File: src/rtl/logic_pkg.sv
`default_nettype none
// ============================================================================
//  Module      : logic_pkg
//  Description : Shared encodings, FSM state type and bitwise fold helper
//                for the logic reduction blocks.
//  Revision    : 1.0 - initial release
// ============================================================================
package logic_pkg;

    localparam logic [1:0] OP_AND  = 2'b00;
    localparam logic [1:0] OP_OR   = 2'b01;
    localparam logic [1:0] OP_XOR  = 2'b10;
    localparam logic [1:0] OP_PASS = 2'b11;

    // Widest operand the fold helper supports; callers zero-extend and slice.
    localparam int FOLD_MAX_W = 64;

    typedef enum logic [1:0] {
        IDLE  = 2'd0,
        ACCUM = 2'd1,
        HOLD  = 2'd2
    } state_e;

    function automatic logic [FOLD_MAX_W-1:0] logic_fold(
        input logic [1:0]            op,
        input logic [FOLD_MAX_W-1:0] a,
        input logic [FOLD_MAX_W-1:0] b
    );
        case (op)
            OP_AND:  return a & b;
            OP_OR:   return a | b;
            OP_XOR:  return a ^ b;
            default: return b;
        endcase
    endfunction

endpackage
`default_nettype wire

File: src/rtl/logic_fold_alu.sv
`default_nettype none
// ============================================================================
//  Module      : logic_fold_alu
//  Description : Combinational WIDTH-bit AND/OR/XOR/pass selector.
//  Revision    : 1.0 - initial release
// ============================================================================
module logic_fold_alu
    import logic_pkg::*;
#(
    parameter int WIDTH = 8
) (
    input  logic [1:0]       op_i,
    input  logic [WIDTH-1:0] a_i,
    input  logic [WIDTH-1:0] b_i,
    output logic [WIDTH-1:0] y_o
);

    // WIDTH must not exceed FOLD_MAX_W.
    assign y_o = WIDTH'(logic_fold(op_i, FOLD_MAX_W'(a_i), FOLD_MAX_W'(b_i)));

endmodule
`default_nettype wire

File: src/rtl/logic_reduce_unit.sv
`default_nettype none
// ============================================================================
//  Module      : logic_reduce_unit
//  Description : Folds a valid/ready operand stream into one registered
//                result per frame, with operand count and truncation flag.
//  Revision    : 1.0 - initial release
// ============================================================================
module logic_reduce_unit
    import logic_pkg::*;
#(
    parameter int WIDTH   = 8,
    parameter int MAX_OPS = 16,
    localparam int CW     = $clog2(MAX_OPS + 1)
) (
    input  logic             clk,
    input  logic             rst_n,
    input  logic [1:0]       op_sel_i,
    input  logic             inv_i,
    input  logic             in_valid_i,
    output logic             in_ready_o,
    input  logic [WIDTH-1:0] in_data_i,
    input  logic             in_last_i,
    output logic             out_valid_o,
    input  logic             out_ready_i,
    output logic [WIDTH-1:0] out_data_o,
    output logic [CW-1:0]    out_count_o,
    output logic             out_trunc_o
);

    state_e           state_q, state_d;
    logic [WIDTH-1:0] acc_q, acc_d;
    logic [CW-1:0]    count_q, count_d;
    logic [1:0]       op_q, op_d;
    logic             inv_q, inv_d;
    logic             in_ready_q, in_ready_d;
    logic             out_valid_q, out_valid_d;
    logic [WIDTH-1:0] out_data_q, out_data_d;
    logic [CW-1:0]    out_count_q, out_count_d;
    logic             out_trunc_q, out_trunc_d;

    logic             w_in_beat;
    logic             w_first;
    logic [1:0]       w_alu_op;
    logic             w_inv;
    logic [CW-1:0]    w_count_nx;
    logic             w_limit;
    logic [WIDTH-1:0] w_fold;

    // The first beat of a frame loads the operand as-is and uses the live
    // op_sel/inv; later beats use the values latched on that first beat.
    assign w_in_beat  = in_valid_i & in_ready_q;
    assign w_first    = (state_q == IDLE);
    assign w_alu_op   = w_first ? OP_PASS : op_q;
    assign w_inv      = w_first ? inv_i : inv_q;
    assign w_count_nx = w_first ? CW'(1) : count_q + CW'(1);
    assign w_limit    = (w_count_nx == CW'(MAX_OPS));

    logic_fold_alu #(
        .WIDTH (WIDTH)
    ) u_alu (
        .op_i (w_alu_op),
        .a_i  (acc_q),
        .b_i  (in_data_i),
        .y_o  (w_fold)
    );

    always_comb begin
        state_d     = state_q;
        acc_d       = acc_q;
        count_d     = count_q;
        op_d        = op_q;
        inv_d       = inv_q;
        out_valid_d = out_valid_q;
        out_data_d  = out_data_q;
        out_count_d = out_count_q;
        out_trunc_d = out_trunc_q;
        case (state_q)
            IDLE, ACCUM: begin
                if (w_in_beat) begin
                    acc_d   = w_fold;
                    count_d = w_count_nx;
                    if (w_first) begin
                        op_d  = op_sel_i;
                        inv_d = inv_i;
                    end
                    if (in_last_i || w_limit) begin
                        state_d     = HOLD;
                        out_valid_d = 1'b1;
                        out_data_d  = w_fold ^ {WIDTH{w_inv}};
                        out_count_d = w_count_nx;
                        out_trunc_d = w_limit & ~in_last_i;
                    end else begin
                        state_d = ACCUM;
                    end
                end
            end
            HOLD: begin
                if (out_valid_q && out_ready_i) begin
                    out_valid_d = 1'b0;
                    state_d     = IDLE;
                end
            end
            default: state_d = IDLE;
        endcase
    end

    assign in_ready_d = (state_d != HOLD);

    always_ff @(posedge clk or negedge rst_n) begin
        if (!rst_n) begin
            state_q     <= IDLE;
            acc_q       <= '0;
            count_q     <= '0;
            op_q        <= OP_AND;
            inv_q       <= 1'b0;
            in_ready_q  <= 1'b1;
            out_valid_q <= 1'b0;
            out_data_q  <= '0;
            out_count_q <= '0;
            out_trunc_q <= 1'b0;
        end else begin
            state_q     <= state_d;
            acc_q       <= acc_d;
            count_q     <= count_d;
            op_q        <= op_d;
            inv_q       <= inv_d;
            in_ready_q  <= in_ready_d;
            out_valid_q <= out_valid_d;
            out_data_q  <= out_data_d;
            out_count_q <= out_count_d;
            out_trunc_q <= out_trunc_d;
        end
    end

    assign in_ready_o  = in_ready_q;
    assign out_valid_o = out_valid_q;
    assign out_data_o  = out_data_q;
    assign out_count_o = out_count_q;
    assign out_trunc_o = out_trunc_q;

endmodule
`default_nettype wire
File: config.mk
export PLATFORM = sky130hd
export DESIGN_NAME = logic_reduce_unit
export DESIGN_NICKNAME = d
export VERILOG_FILES = /design/src/rtl/logic_pkg.sv /design/src/rtl/logic_fold_alu.sv /design/src/rtl/logic_reduce_unit.sv
export SDC_FILE = /design/constraint.sdc
export NUM_CORES = 1
export LEC_CHECK = 0
export ABC_AREA = 0
export CAP_MARGIN = 30
export CORE_MARGIN = 2
export CORE_UTILIZATION = 35
export DETAILED_ROUTE_END_ITERATION = 10
export SYNTH_ARGS = -nofsm -noshare
export SYNTH_HDL_FRONTEND = slang
export SYNTH_SLANG_ARGS = --single-unit
File: constraint.sdc
create_clock -name clk -period 2.6 [get_ports clk]
set_input_delay 0.65 -clock clk [delete_from_list [all_inputs] [get_ports clk]]
set_output_delay 0.65 -clock clk [all_outputs]
set_load 0.05 [all_outputs]
## After elaboration in Yosys (flattened, before gate mapping)

Index checks and enable logic that the tools add are counted.

- Multiply operators: 0
- Eq/ne operators: 9
- Multiplexer cells: 12
- Magnitude comparators: 0
- Shift-type cells: 0
- Add/subtract/negate cells: 1
- Divide/modulo/power cells: 0
- Bitwise gates (word level): 7
- Reductions and logical operators: 10

Operator list:

| kind | number |
|---|---|
| case mux 8 bit (3 select lines) | 1 |
| XOR 8 bit | 2 |
| bitwise AND 8 bit | 1 |
| 2-to-1 mux 2 bit | 4 |
| inequality test 2 bit (second input constant) | 4 |
| OR 8 bit | 1 |
| AND reduction 3 bit | 2 |
| adder 5 x 1 -> 5 bit (second input constant) | 1 |
| == test 5 bit (second input constant) | 1 |
| 2-to-1 mux 5 bit | 1 |
| == test 2 x 1 -> 1 bit (second input constant) | 2 |
| == test 2 bit (second input constant) | 2 |
| logical NOT 2 bit | 2 |
| 2-to-1 mux 1 bit | 4 |
| case mux 2 bit (2 select lines) | 1 |
| AND reduction 4 bit | 1 |
| bitwise AND 1 bit | 2 |
| case mux 1 bit (2 select lines) | 1 |
| AND reduction 2 bit | 1 |
| nonzero test 2 bit | 1 |
| OR reduction 2 bit | 1 |
| logical AND 1 bit | 1 |
| logical OR 1 bit | 1 |
| inverter 1 bit | 1 |

- Memory bits (writable): 0
- Bits in latches: 0
- Bits of input ports: 16
- Output and inout bits: 16
- Register bits: 34
- Logic and storage cells: 49
- Memories kept: 0
- ROM bits: 0

## Longest topological paths before layout

Gate-level depths: netlist (run 1).

- Depth after elaboration: 8
- Depth in mapped cells: 8
- Depth with buffers taken out: 7

## Hierarchy

From an unflattened synthesis (run 1), not the netlist that was laid out.

- Cell total of the unflattened synthesis: 203
- Area total of the unflattened synthesis: 2084.5 um^2

Modules (own cells, without submodules):

| module | instances | seq. area each (um^2) | area an instance (um^2) | cells an instance |
|---|---|---|---|---|
| logic_reduce_unit | 1 | 852.1 | 1591.5 | 153 |
| logic_fold_alu | 1 | 0.0 | 493.0 | 50 |

## Worst setup path before layout (run 1)

Ideal clock, no wire load.

- Kind: input-to-reg
- Start: in in_data_i[7]
- End: reg out_data_q[7] (netlist: out_data_o[7])
- Arrival: 1831 ps
- Buffers on the path: 0
- Required time: 2475 ps
- Setup slack: 644 ps
- Cell stages on the path: 7
- Setup time: 125 ps
- Path through: inv_1 ha_1 mux2_2 o21ai_0 o22ai_1 xnor2_1 mux2_4

- Word-level cells in the longest chain between the ends: 3
- Elaborated cells on any way between the ends: 5
- Classes of those cells: mux: 1; bitwise: 4

RTL lines:

| element | RTL line | source |
|---|---|---|
| start, declared | logic_reduce_unit.sv:21 | `input logic [WIDTH-1:0] in_data_i,` |
| XOR 8 bit (tied with other cells) | logic_pkg.sv:32 | `OP_XOR: return a ^ b;` |
| case mux 8 bit (3 select lines) * | logic_pkg.sv:29 | `case (op)` |
| XOR 8 bit * | logic_reduce_unit.sv:89 | `out_data_d = w_fold ^ {WIDTH{w_inv}};` |
| end signal, assigned | logic_reduce_unit.sv:129 | `out_data_q <= out_data_d;` |
| end, declared | logic_reduce_unit.sv:37 | `logic [WIDTH-1:0] out_data_q, out_data_d;` |

Mark *: on every way between the ends. The rest lies on a longest branch, timed or not.
A chain may end at the register's enable or synchronous reset.

## Final worst setup path (run 1)

- Start: in in_data_i[0]
- End: reg out_data_q[0] (netlist: out_data_o[0])

Same word-level chain as after synthesis.

==> metrics.md, run 1 <==
| Metric | Value |
|---|---|
| Outcome | finished clean |
| CP Cell Sequence | clkdlybuf4s50_1, inv_1, ha_1, a21oi_1, o21ai_0, a221oi_1, xor2_1, mux2_2 |
| Peak supply drop | 0.580 mV |
| Die Y | between 80 and 90 um |
| Crit path largest cell delay | approximately 480 ps |
| Post-synthesis instance total | 221 |
| Nets@finish | between 200 and 300 |
| Final Hold Vio Count | 0 |
| Vias per cell | just under 5 |
| Critical Path Start Type | input port |
| Clk Latency, worst-skew pair | a little under 300 ps |
| Post-CTS Repair Setup Buffers | 0 |
| Post-CTS sizing | 0 |
| Crit path max fanout | 2 |
| DR pass1 iterations | 4 |
| Share of layout cells above drive strength 1 | roughly 15% |
| Post-DP HPWL | 3.09 mm |
| Hold_buf cts | 0 |
| Ys flop type | dfrtp_1 |
| Root buffer cell | clkbuf_8 |
| Vias | between 1,500 and 2,000 |
| Final Max Tran Viols | 0 |
| H-tree levels | 2 |
| Synth warn | 0 |
| Final setup fails | 0 |
| Tmin final | around 2400 ps |
| Initial antenna violation count | 0 |
| Setup CP Type | in2reg |
| RSZ-0062 raised after global routing | no |
| Slowest CP cell | clkdlybuf4s50_1 |
| IO buf count | 31 |
| FP Rows | 28 |
| Area growth from synthesis to layout | 22.7% |
| Power per cell area | around 1200 nW/um2 |
| Syn Std Cell Area | roughly 2200 um2 |
| Period utilization | approximately nine tenths |
| Starting Density | between 30% and 40% |
| Fmax | ~420 MHz |
| Num CTS Buffers | 5 |
| Synth cell count leaders | dfrtp_1, o21ai_0, inv_1 |
| Die area | 6830 um2 |
| DRT antenna net count | 0 |
| Synth area leader | dfrtp_1 |
| First-pass GRT wire length | 7.39 mm |
| Syn_area_per_cell | 9.79 um2 |
| Clk_skew | 13.2 ps |
| Cells after DPL | ~320 |
| Clock Tree Buf Depth | 2 |
| Grt ovf | 0 |
| Detailed-route DRC error count | 0 |
| CTS tree | done |
| Async set-or-reset flop fraction in the synthesized netlist | 100% |
| Max-slew headroom | roughly half |
| Ranking of synthesized cells by area | dfrtp_1, ha_1, o21ai_0, mux2_2, inv_1 |
| Data required time of the critical path | roughly 2800 ps |
| Post-synth top area share | 38.2% |
| Die width | 82.6 um |
| #FFs+latches synth | 34 |
| Yosys cell types | 40 |
| Largest net degree at the start of global routing | 35 |
| Cell family with most CP delay | compound AO/OA/AOI/OAI gates |
| Max Cap Viol | 0 |
| Clk sinks | 34 |
| Hold crit path type | reg2reg |
| Vias in the first global route | 1,577 |
| Critical path data arrival time | ~2500 ps |
| Mapped Nets | 254 |
| CP Capture Type | flop |
| GRT Total Usage | 14.5% |
| I/O pins | 32 |
| Setup WS pre-CTS | -29.0 ps |
| EDFF count, synth | 0 |
| LEAKAGE | around 1.2 nW |
| Core Box Area | around 6000 um2 |
| Final wirelength | 4.35 mm |
| RePlAce Congestion | just over 0.7 |
| Drt initial violations | 63 |
| N_diodes | 0 |
| Sequential-to-total area share from yosys stat | ~40% |
| Worst Tran Pin Value | approximately 740 ps |
| Final cell count without fillers | between 300 and 400 |
| Final WS setup | between 200 and 250 ps |
| Drt wl/cell | 13.2 um |
| Buf/Inv on CP | 2 |
| Reg clk slew, reported paths | 80 ps |
## where the power goes
group	switching, mW	total (mW)	internal, mW
Clock	0.192	0.504	0.313
Combinational	1.02	1.77	0.754
Sequential	0.248	1.00	0.752
Total	1.46	3.28	1.82
## cell families (layout without fill, tap and decap cells)
family,count (synthesis),after routing,share of synthesized area (%)
AOI/OAI and AO/OA,61,61,17.2
buffers and inverters,35,69,7.92
xor gates and xnor gates,10,10,4.05
DFF,34,34,39.4
adders and majority gates,17,17,9.83
muxes,19,19,11.2
and+or+nand+nor,45,45,10.5
## layer usage
| metal | share of wire (%) | track usage (%) | up-vias |
|---|---|---|---|
| met5 | 0 | 0 | - |
| met3 | 3.6 | 3.70 | 6 |
| met4 | 1.8 | 5.90 | 0 |
| met2 | 45 | 22.8 | 26 |
| met1 | 50 | 19.1 | 758 |
| li1 | - | - | 823 |
## area by class of cell
type                    instances  area, um2
fillers                       585       3300
clock inverters                 1       30.0
multi-input cells             152       1140
inverters                      22       82.6
well taps                      75       93.8
flip-flops and latches         34        852
clock buffers                   7       86.3
repair buffers                 39        370
## flip-flops by register name (all words and copies together) (netlist names)
signal / count
acc_q: 8
out_data_o: 8
count_q: 5
out_count_o: 5
op_q: 2
state_q: 2
in_ready_o: 1
inv_q: 1
out_trunc_o: 1
out_valid_o: 1
## worst reg2reg max path, cell delays in order (launching register included)
cell     delay (ps)
dfrtp_1         420
ha_1            270
nand3_1         100
mux2i_1         290
and3_1          250
o21a_1          160
buf_4           180
mux2_2          350
## path summary, 6_finish.rpt
check                             start             to  slack [ps]  cells after the start
max                        in_data_i[0]  out_data_o[0]         240                      8
min                          count_q[4]     count_q[4]         500                      2
max reg2reg                  count_q[0]  out_data_o[1]         480                      7
min reg2reg                  count_q[4]     count_q[4]         500                      2
max in group asynchronous         rst_n     in_ready_o        1490                      2
min in group asynchronous         rst_n  out_data_o[6]         770                      2
## layout by cell type (no fill, tap or decap), drive strengths merged, types with 2 or more instances in the layout
| master | n |
|---|---|
| a2111oi | 2 |
| or2 | 2 |
| buf | 8 |
| clkbuf | 7 |
| mux2 | 16 |
| clkdlybuf4s50 | 31 |
| mux2i | 3 |
| ha | 17 |
| inv | 22 |
| a221oi | 3 |
| nor3b | 2 |
| a21oi | 10 |
| a21o | 2 |
| nor3 | 2 |
| xor2 | 9 |
| nand2 | 17 |
| nor2 | 7 |
| nand3 | 3 |
| nand2b | 2 |
| dfrtp | 33 |
| nor2b | 7 |
| a32oi | 4 |
| o21ai | 34 |
## per-stage QoR
step	total power, mW	setup TNS, ps	area [um2]	hold slack [ps]	util (%)
5_1_grt	3.56	0	2660	532	44.6
6_report	3.28	0	2660	501	44.6
4_1_cts	3.32	0	2660	504	44.6
2_1_floorplan	2.34	0	2160	354	-
3_3_place_gp	2.76	-29.3	2540	482	42.6
3_5_place_dp	2.79	-48.2	2540	483	42.6
No activity file was read; power rests on OpenSTA's default activity.
==> run 2: changes to the inputs <==
Settings changed: CAP_MARGIN 30 to 15, CORE_MARGIN 2 to unset.
==> run 2 against run 1 <==
  * Routed wire length increased by 1.2%
  * Sequential power barely moved
  * Combinational power barely moved
  * Critical path type unchanged
  * Clock power is 18% lower
  * First-iteration DRC count fell by 33%
  * Via count barely moved
==> metrics.md, run 2 (synthesis results as in run 1) <==
| Metric | Value |
|---|---|
| Grt ovf | 0 |
| Data required time of the critical path | around 2800 ps |
| Clk Latency, worst-skew pair | between 200 and 300 ps |
| Clock Tree Buf Depth | 2 |
| Critical path data arrival time | 2500 ps |
| CTS tree | done |
| Hold_buf cts | 0 |
| RePlAce Congestion | 0.741 |
| Nets@finish | about 290 |
| Clk_skew | ~6.4 ps |
| DRT antenna net count | 0 |
| Die Y | 80.6 um |
| Reg clk slew, reported paths | 70 ps |
| Setup CP Type | in2reg |
| Final wirelength | roughly 4.4 mm |
| Final Max Tran Viols | 0 |
| Detailed-route DRC error count | 0 |
| Final setup fails | 0 |
| Post-DP HPWL | 3.04 mm |
| Core Box Area | roughly 6000 um2 |
| Design Power | around 3.2 mW |
| Post-CTS Repair Setup Buffers | 0 |
| N_diodes | 0 |
| Peak supply drop | ~0.56 mV |
| Commonest non-fill, non-tap cells in the layout | o21ai_0, dfrtp_1, clkdlybuf4s50_1, inv_1 |
| Root buffer cell | clkbuf_8 |
| Period utilization | about nine tenths |
| Crit path max fanout | 3 |
| GRT Total Usage | about 15% |
| RSZ-0062 raised after global routing | no |
| Area growth from synthesis to layout | 22.1% |
| Total negative slack | 0 ps |
| Power per cell area | around 1200 nW/um2 |
| Critical Path Start Type | input port |
| Post-route cell area | about 2600 um2 |
| Vias per cell | roughly 5 |
| Largest net degree at the start of global routing | 35 |
| Die area | approximately 6500 um2 |
| Share of layout cells above drive strength 1 | 16.0% |
| Number of fill cells in the layout | 580 |
| Hold crit path type | reg2reg |
| First-pass GRT wire length | 7.31 mm |
| Vias in the first global route | 1,587 |
| FP Rows | 28 |
| CP Capture Type | flop |
| Multi-input logic area | roughly 1100 um2 |
| Initial antenna violation count | 0 |
| Post-CTS sizing | 0 |
| Fmax | between 400 and 500 MHz |
| Dpl cell area | around 2500 um2 |
| Worst Tran Pin Value | 774 ps |
| LEAKAGE | 1.18 nW |
| Storage element area | roughly 850 um2 |
| Drt wl/cell | approximately 13 um |
| IO buf count | 31 |
| Setup WS pre-CTS | -7.39 ps |
| DR pass1 iterations | 4 |
| Final Hold Vio Count | 0 |
| Clk sinks | 34 |
| Vias | between 1,500 and 2,000 |
| Drt initial violations | between 40 and 50 |
| Final WS setup | about 280 ps |
| Max Cap Viol | 0 |
| Die width | approximately 80 um |
| Max-slew headroom | 48.4% |
| H-tree levels | 2 |
| Num CTS Buffers | 5 |
| Starting Density | 36.3% |
| Outcome | finished clean |
| I/O pins | 32 |
| Tmin final | about 2300 ps |
run 2: metal layers:
layer | part of all wire (%) | global-route usage (%)
met5 | 0 | 0
met4 | 1.2 | 5.36
met3 | 3.6 | 3.98
met2 | 46 | 24.6
met1 | 50 | 18.9
run 2: final timing paths:
check | depth (start not counted) | end | slack (ps) | startpoint
worst min-delay path | 2 | count_q[4] | 500 | count_q[4]
min in group asynchronous | 2 | out_data_o[5] | 780 | rst_n
worst max-delay path | 8 | out_data_o[6] | 280 | in_data_i[6]
worst max register to register | 7 | out_data_o[5] | 500 | count_q[0]
max in group asynchronous | 2 | in_ready_o | 1480 | rst_n
worst min register to register | 2 | count_q[4] | 500 | count_q[4]
run 2: final cells by class:
class,instances,share of cell area (%)
flip-flops and latches,34,32.2
clock buffers,6,3.13
inverters,22,3.13
clock inverters,2,0.473
multi-input cells,152,43.2
well taps,75,3.55
repair buffers,40,14.3
run 2: critical path, cell delays in order:
cell and delay (ps):
clkdlybuf4s50_1 520, inv_1 70, ha_1 290, a21oi_1 170
o21ai_0 110, a32oi_1 310, xor2_1 110, mux2_2 280
run 2: metrics by stage:
| stage | hold slack [ps] | instances | util, % |
|---|---|---|---|
| 4_1_cts | 506 | 331 | 44.4 |
| 3_3_place_gp | 482 | 323 | 42.8 |
| 5_1_grt | 523 | 331 | 44.4 |
| 2_1_floorplan | 354 | 221 | - |
| 3_5_place_dp | 485 | 323 | 42.8 |
| 6_report | 497 | 331 | 44.4 |
run 2: power breakdown:
part           leakage (nW)  internal, mW  switching (mW)
Clock                0.0472         0.213           0.201
Sequential            0.422         0.751           0.271
Combinational         0.713         0.753            1.00
Total                  1.18          1.72            1.47
==> run 3: changes to the inputs <==
Settings changed: REMOVE_ABC_BUFFERS set to 1.
Clock period 2.6 ns to 2.3 ns, I/O delays scaled along.
==> run 3 against run 2 <==
  * Cell area increased by 3.0%
  * Final cell count is 2.1% higher
  * Worst setup slack lost 150 ps
==> metrics.md, run 3 (synthesis results as in run 1) <==
| Metric | Value |
|---|---|
| DRT antenna net count | 0 |
| Clk sinks | 34 |
| Final wirelength | about 4.2 mm |
| Commonest non-fill, non-tap cells in the layout | o21ai_0, dfrtp_1, clkdlybuf4s50_1, inv_1 |
| CP Capture Type | output pin |
| DR pass1 iterations | 4 |
| Final Max Tran Viols | 0 |
| Slowest CP cell | clkdlybuf4s50_1 |
| Area growth from synthesis to layout | 25.7% |
| Tmin final | between 2000 and 2500 ps |
| Crit path largest cell delay | 790 ps |
| Starting Density | roughly 36% |
| Period utilization | 94.4% |
| Clk_skew | about 5.6 ps |
| Vias in the first global route | ~1,700 |
| Die Y | 80.6 um |
| Crit path max fanout | 2 |
| Core Box Area | 5960 um2 |
| I/O pins | 32 |
| Outcome | finished clean |
| Grt ovf | 0 |
| Worst Tran Pin Value | 754 ps |
| Reg clk slew, reported paths | 70 ps |
| H-tree levels | 2 |
| Nets@finish | between 200 and 300 |
| N_diodes | 0 |
| Peak supply drop | around 0.64 mV |
| IO buf count | 31 |
| Post-DP HPWL | 3.08 mm |
| Crit Reg-Reg Startpoint | count_q[0] |
| RePlAce Congestion | 0.773 |
| Die area | approximately 6500 um2 |
| Cells after DPL | 330 |
| Clock Tree Buf Depth | 2 |
| Critical Path Start Type | flop |
| Sequential power share | 30.3% |
| Setup CP Type | reg2out |
| Clk Latency, worst-skew pair | about 280 ps |
| Root buffer cell | clkbuf_8 |
| LEAKAGE | about 1.2 nW |
| Data required time of the critical path | 1730 ps |
| Final Hold Vio Count | 0 |
| CTS tree | done |
| Hold crit path type | reg2reg |
| Drt initial violations | 53 |
| Fmax | between 400 and 500 MHz |
| Num CTS Buffers | 5 |
| GRT Total Usage | 14.5% |
| Hold WS | between 500 and 600 ps |
| Worst Min Path Start | count_q[4] |
| CP Cell Sequence | clkdlybuf4s50_1 |
| Buf/Inv on CP | 1 |
| Combinational power share | between 50 and 60% |
| RSZ-0062 raised after global routing | yes |
| Max Cap Viol | 0 |
| Power per cell area | between 1000 and 1500 nW/um2 |
| CP startpoint | in_ready_o |
| Share of layout cells above drive strength 1 | a little under a fifth |
| Drt wl/cell | 12.4 um |
| Initial antenna violation count | 0 |
| Vias per cell | between 4 and 5 |
| Net load switching power | 1.66 mW |
| Detailed-route DRC error count | 0 |
| Internal | between 2 and 2.5 mW |
| Final cell count without fillers | 338 |
| Final setup fails | 0 |
| Clock Power Share | approximately 14% |
| FP Rows | 28 |
| Cell family with most CP delay | buffers and inverters |
| Setup WS pre-CTS | -235 ps |
| First-pass GRT wire length | just over 7 mm |
| Die width | about 81 um |
| Vias | approximately 1,700 |
| Critical path data arrival time | between 1500 and 2000 ps |
| Final WS setup | around 130 ps |
| Sw frac | 44.7% |
| Max-slew headroom | between 40 and 50% |
| Largest net degree at the start of global routing | 35 |
## run 3: per-stage QoR
stage	util [%]	area, um2	TNS, ps	power, mW
CTS	45.5	2710	0	3.73
floorplan	-	2080	0	2.54
global placement	43.7	2600	-973	3.12
global route	45.7	2720	0	4.01
finish	45.7	2720	0	3.71
detailed placement	43.7	2600	-1310	3.18
## run 3: routing by layer
layer  vias up  part of all wire, %  global-route usage (%)
met5         -                    0                       0
met4         0                  1.3                    5.00
met3         7                  3.9                    2.84
met2        31                   47                    24.7
met1       785                   48                    18.3
li1        836                    -                       -
## run 3: path summary, 6_finish.rpt
kind	endpoint	slack, ps	depth (start not counted)
min in group asynchronous	op_q[1]	690	2
worst min register to register	count_q[4]	510	2
worst max-delay path	in_ready_o	130	1
worst min-delay path	count_q[4]	510	2
max in group asynchronous	in_ready_o	1270	2
worst max register to register	out_count_o[1]	170	7
## run 3: repair_timing
| item | CTS | global route |
|---|---|---|
| setup buffers | 0 | 0 |
| endpoints found under the setup margin | 0 | 2 |
| hold endpoints to repair | 0 | 0 |
| resized for setup | 0 | 2 |
| hold buffers | 0 | 0 |
## run 3: cell type report
class / count / area, um2
clock buffer: 5 / 68.8
clock inverter: 3 / 40.0
fill: 582 / 3230
inverter: 22 / 82.6
multi-input combinational: 152 / 1150
sequential: 34 / 852
tap: 75 / 93.8
timing repair buffer: 47 / 430
## run 3: power by group through the flow
stage,Clock (mW),Sequential (mW),Combinational (mW)
2_1_floorplan,0,1.49,1.06
3_3_place_gp,0,1.13,1.99
3_5_place_dp,0,1.14,2.04
4_1_cts,0.552,1.13,2.05
5_1_grt,0.572,1.17,2.26
6_report,0.534,1.12,2.05
## run 3: tightest hold or removal path, cell delays in order (launching register included)
cell and delay [ps]:
dfrtp_1 360, nand2_1 50, nand2_1 60
